==> config.mk <==
export PLATFORM = sky130hd
export DESIGN_NAME = multi_state_osc
export DESIGN_NICKNAME = d
export VERILOG_FILES = /design/src/rtl/multi_state_osc.sv
export SDC_FILE = /design/constraint.sdc
export NUM_CORES = 1
export LEC_CHECK = 0
export CAP_MARGIN = 5
export CORE_UTILIZATION = 47
export CTS_BUF_LIST = sky130_fd_sc_hd__clkbuf_8 sky130_fd_sc_hd__clkbuf_16
export CTS_CLUSTER_SIZE = 10
export DETAILED_ROUTE_END_ITERATION = 16
export HOLD_SLACK_MARGIN = 0.06
export PLACE_DENSITY = 0.79
export SYNTH_ARGS = -nofsm -noshare
export SYNTH_HDL_FRONTEND = slang
export SYNTH_SLANG_ARGS = --single-unit
==> constraint.sdc <==
create_clock -name clk -period 1.9 [get_ports clk]
set_clock_uncertainty 0.1 [all_clocks]
set_input_delay 0.38 -clock clk [delete_from_list [all_inputs] [get_ports clk]]
set_output_delay 0.38 -clock clk [all_outputs]
set_load 0.05 [all_outputs]
==> src/rtl/multi_state_osc.sv <==
// multi_state_osc: NUM_STATES-step up/down sequencer advanced by A,
// in either level (dwell) or edge mode.
// Optional: define OSC_STALL_CNT_EN to add the stall_cnt output.
module multi_state_osc #(
  parameter int unsigned NUM_STATES = 4,
  parameter int unsigned DWELL      = 2
) (
  input  logic       clk,
  input  logic       rst,
  input  logic       A,
  input  logic       mode,
  input  logic       dir,
  output logic [3:0] state_o,
  output logic       y,
  output logic       wrap
`ifdef OSC_STALL_CNT_EN
  ,
  output logic [7:0] stall_cnt
`endif
);

  localparam logic [3:0] LAST       = 4'(NUM_STATES - 1);
  localparam logic [7:0] DWELL_LAST = 8'(DWELL - 1);

  logic [7:0] dwell_cnt;
  logic [7:0] dwell_nxt;
  logic       A_q;
  logic       mode_q;
  logic       mode_chg;
  logic       adv;
  logic       wrap_nxt;
  logic [3:0] state_nxt;

  assign mode_chg = (mode != mode_q);

  always_comb begin
    adv       = 1'b0;
    dwell_nxt = dwell_cnt;
    if (mode_chg) begin
      dwell_nxt = '0;
    end else if (!mode) begin
      if (A) begin
        if (dwell_cnt >= DWELL_LAST) begin
          adv       = 1'b1;
          dwell_nxt = '0;
        end else begin
          dwell_nxt = dwell_cnt + 8'd1;
        end
      end
    end else begin
      dwell_nxt = '0;
      adv       = A & ~A_q;
    end
  end

  always_comb begin
    state_nxt = state_o;
    wrap_nxt  = 1'b0;
    if (adv) begin
      if (dir) begin
        if (state_o == '0) begin
          state_nxt = LAST;
          wrap_nxt  = 1'b1;
        end else begin
          state_nxt = state_o - 4'd1;
        end
      end else begin
        if (state_o == LAST) begin
          state_nxt = '0;
          wrap_nxt  = 1'b1;
        end else begin
          state_nxt = state_o + 4'd1;
        end
      end
    end
  end

  always_ff @(posedge clk) begin
    if (rst) begin
      state_o   <= '0;
      y         <= 1'b0;
      wrap      <= 1'b0;
      dwell_cnt <= '0;
      A_q       <= 1'b0;
      mode_q    <= 1'b0;
    end else begin
      state_o   <= state_nxt;
      y         <= state_nxt[0];
      wrap      <= wrap_nxt;
      dwell_cnt <= dwell_nxt;
      A_q       <= A;
      mode_q    <= mode;
    end
  end

`ifdef OSC_STALL_CNT_EN
  always_ff @(posedge clk) begin
    if (rst || adv || mode_chg) begin
      stall_cnt <= '0;
    end else if (!mode && !A && (dwell_cnt != '0) && (stall_cnt != '1)) begin
      stall_cnt <= stall_cnt + 8'd1;
    end
  end
`endif

endmodule
==> results.toml <==
[status]
run_status = "complete, no violations"

[detailed_routing]
ant_nets = 0
detail_route.drc_violations = 0
dr_total_vias = 702
routed_wirelength_um = 1664
routed_wire_length_per_instance_um = 12.33
drt-vias-per-instance = 5.200
detailedRoute.firstIterationViolations = 11
number_of_iterations_in_the_first_detailed_routing_pass = 4

[yosys]
syn-mean-instance-area_um2 = 9.461
ffs_latches_synth = 15
synth_async_sr_flop_share_pct = 0
netlist.area_leader.share_pct = 35.66
synth.distinct_cells = 38
synthesized_nets = 100
post-synth-top-area-cell = "sky130_fd_sc_hd__dfxtp_1"
post_synth_inst_count = 89
post_syn_area_um2 = 842.1
yosys_warnings = 0
seq_area_frac_synth_pct = 35.66
dominantRegCellSynth = "sky130_fd_sc_hd__dfxtp_1"
ys_top_cells_by_area = "sky130_fd_sc_hd__dfxtp_1, sky130_fd_sc_hd__ha_1, sky130_fd_sc_hd__nor2_1"
synth_enable_flop_cells = 0

[final_layout]
post_route_cells_drive_above_1_share_pct = 34.23
final_design_area_no_fill_um2 = 1129
area.growth.synth_to_final_pct = 34.03
instances_no_fill = 135
nNetsFinal = 123
most-common-layout-cells = "sky130_fd_sc_hd__buf_4, sky130_fd_sc_hd__dfxtp_1, sky130_fd_sc_hd__nor2_1"
antenna_cells_inserted = 0
layout.cells.most_common = "sky130_fd_sc_hd__buf_4"

[clock_tree]
insertion_delay_ns = 0.25
numClockSinks = 15
tritoncts = "built"
cts_root_buf = "sky130_fd_sc_hd__clkbuf_8"
clockBufferDepth = 2
cts_htree_levels = 1
numCtsBuffers = 3
cts.reportedPaths.clkPinSlew_ns = 0.06

[die]
initial_utilization_pct = 52.83
io_pins = 11
core_region_area_um2 = 1594
number_of_placement_rows = 14
die_area_um2 = 1965
die_h_um = 44.33
dieWidth_um = 44.33

[power_and_ir_drop]
pwr_density_nw_per_um2 = 638.1
comb_power_share_pct = 18.9
worst_ir_drop_vdd_mv = 0.4608
power_switching_share_pct = 25.89
total_leakage_power_nw = 0.4553
net_switching_mw = 0.1864
cell_internal_pwr_mw = 0.5337
power.clock.fraction_pct = 35.1
p_seq_share_pct = 46.1

[setup_path]
crit_path_max_fanout = 5
r2r_setup_slack_ns = 0.06
cp.required_ns = 1.98
crit_path_max_incr_delay_ns = 0.54
timing_worst_setup_path_type = "register to register"
timing.critical_path.to_type = "register"
critical_path_launch_point_type = "register"
r2r_cells = 8
critical_path.slowest_cell = "sky130_fd_sc_hd__or4b_4"
worstPathCellList = "inv_2, ha_2, or4b_4, buf_6, o21ai_4, nand2_4, buf_12, nor2_1"
arrival_ns = 1.92

[sta]
slew_margin_rel_pct = 67.40
tightest_slew_ns = 0.4875
achievable-frequency_ghz = 0.5422
hold_viol_final = 0
timing.final.setup_violations = 0
final_report_max_slew_violation_count = 0
period_share_pct = 97.08
setup_repair_after_global_routing_missed_its_margin = "yes"
final.min_clock_period_ns = 1.844

[grt]
antenna_found_initial = 0
grt_usage_pct = 20.27
grt_start_max_net_pins = 10
grt_first_pass_wirelength_um = 2863
grt_pass1_vias = 686
grt_remaining_overflow = 0

[placed_design]
io_buffers = 10
dpl.cell_count = 128
globalplace.congestion = 0.8803
post_dp_cell_area_um2 = 1021
place.detailed.hpwl_um = 1235

[hold_path]
hp-class = "register to register"
timing.hold.worst_path_depth = 1

[job]
drv.max_cap_violation_count = 0
worst paths after layout:
path | from | to
worst max-delay path | dwell_cnt[1] | dwell_cnt[0]
worst min-delay path | dwell_cnt[7] | dwell_cnt[7]
worst max register to register | dwell_cnt[1] | dwell_cnt[0]
worst min register to register | dwell_cnt[7] | dwell_cnt[7]
worst max-delay path: cells and delay by family, from the launching register on:
family	cells	cell delay, ns
simple gates	3	0.71
flops	1	0.33
buf+inv	3	0.33
fa+ha+maj	1	0.15
compound gates	1	0.15
state kept, by name (all words and copies together) (netlist names):
name       count
dwell_cnt      8
state_o        4
A_q            1
mode_q         1
wrap           1
what timing repair did:
item,in CTS,in global routing
resized for setup,0,9
endpoints found under the setup margin,1,12
pin swaps,0,4
hold buffers,0,0
hold endpoints to repair,0,0
setup buffers,2,1
cells by family (layout without fill, tap and decap cells):
logic type | Yosys count | in the layout | share of synthesized area, %
mux | 3 | 3 | 3.715
buf+inv | 9 | 31 | 4.755
simple gates | 35 | 35 | 24.67
xor+xnor | 6 | 6 | 6.241
flops | 15 | 15 | 35.66
fa+ha+maj | 6 | 6 | 8.915
compound gates | 15 | 15 | 16.05
synth_stat cells, drive strengths merged (2+ instances only):
master,count
nand3,2
mux2i,2
xor2,4
o22ai,2
nor2,11
dfxtp,15
a21oi,3
and3,2
nor2b,2
buf,3
xnor2,2
nand4,2
a211oi,3
or4b,2
ha,6
nand4b,3
nand2,4
inv,5
power by group through the flow:
stage          Clock (mW)  Sequential (mW)  Combinational [mW]
2_1_floorplan           0            0.352              0.0687
3_3_place_gp            0            0.338               0.119
3_5_place_dp            0            0.338               0.122
4_1_cts             0.260            0.331               0.129
5_1_grt             0.275            0.333               0.147
6_report            0.253            0.332               0.136
final cells by class:
type	instances	area, um2
multi-input combinational	65	519.2
fill	127	465.4
sequential	15	305.3
timing repair buffer	22	210.2
clock buffer	3	41.29
tap	24	30.03
inverter	5	18.77
clock inverter	1	3.754
through the flow:
stage | power (mW) | worst slack [ns] | utilization (%) | hold WS [ns] | setup TNS, ns
floorplan | 0.4203 | 0.06200 | - | 0.3589 | 0
global placement | 0.4567 | -0.07327 | 64.05 | 0.3715 | -0.07480
detailed placement | 0.4604 | -0.1022 | 64.05 | 0.3971 | -0.1775
CTS | 0.7204 | 0.001162 | 68.60 | 0.4114 | 0
global route | 0.7551 | -0.006772 | 70.80 | 0.4385 | -0.02104
finish | 0.7201 | 0.05556 | 70.80 | 0.4175 | 0
per-layer routing:
layer,global-route usage (%),wire [um]
met1,24.62,806
met2,32.94,771
met3,6.122,55
met4,9.091,31
met5,0,0
Power figures use the tool's default switching activity.
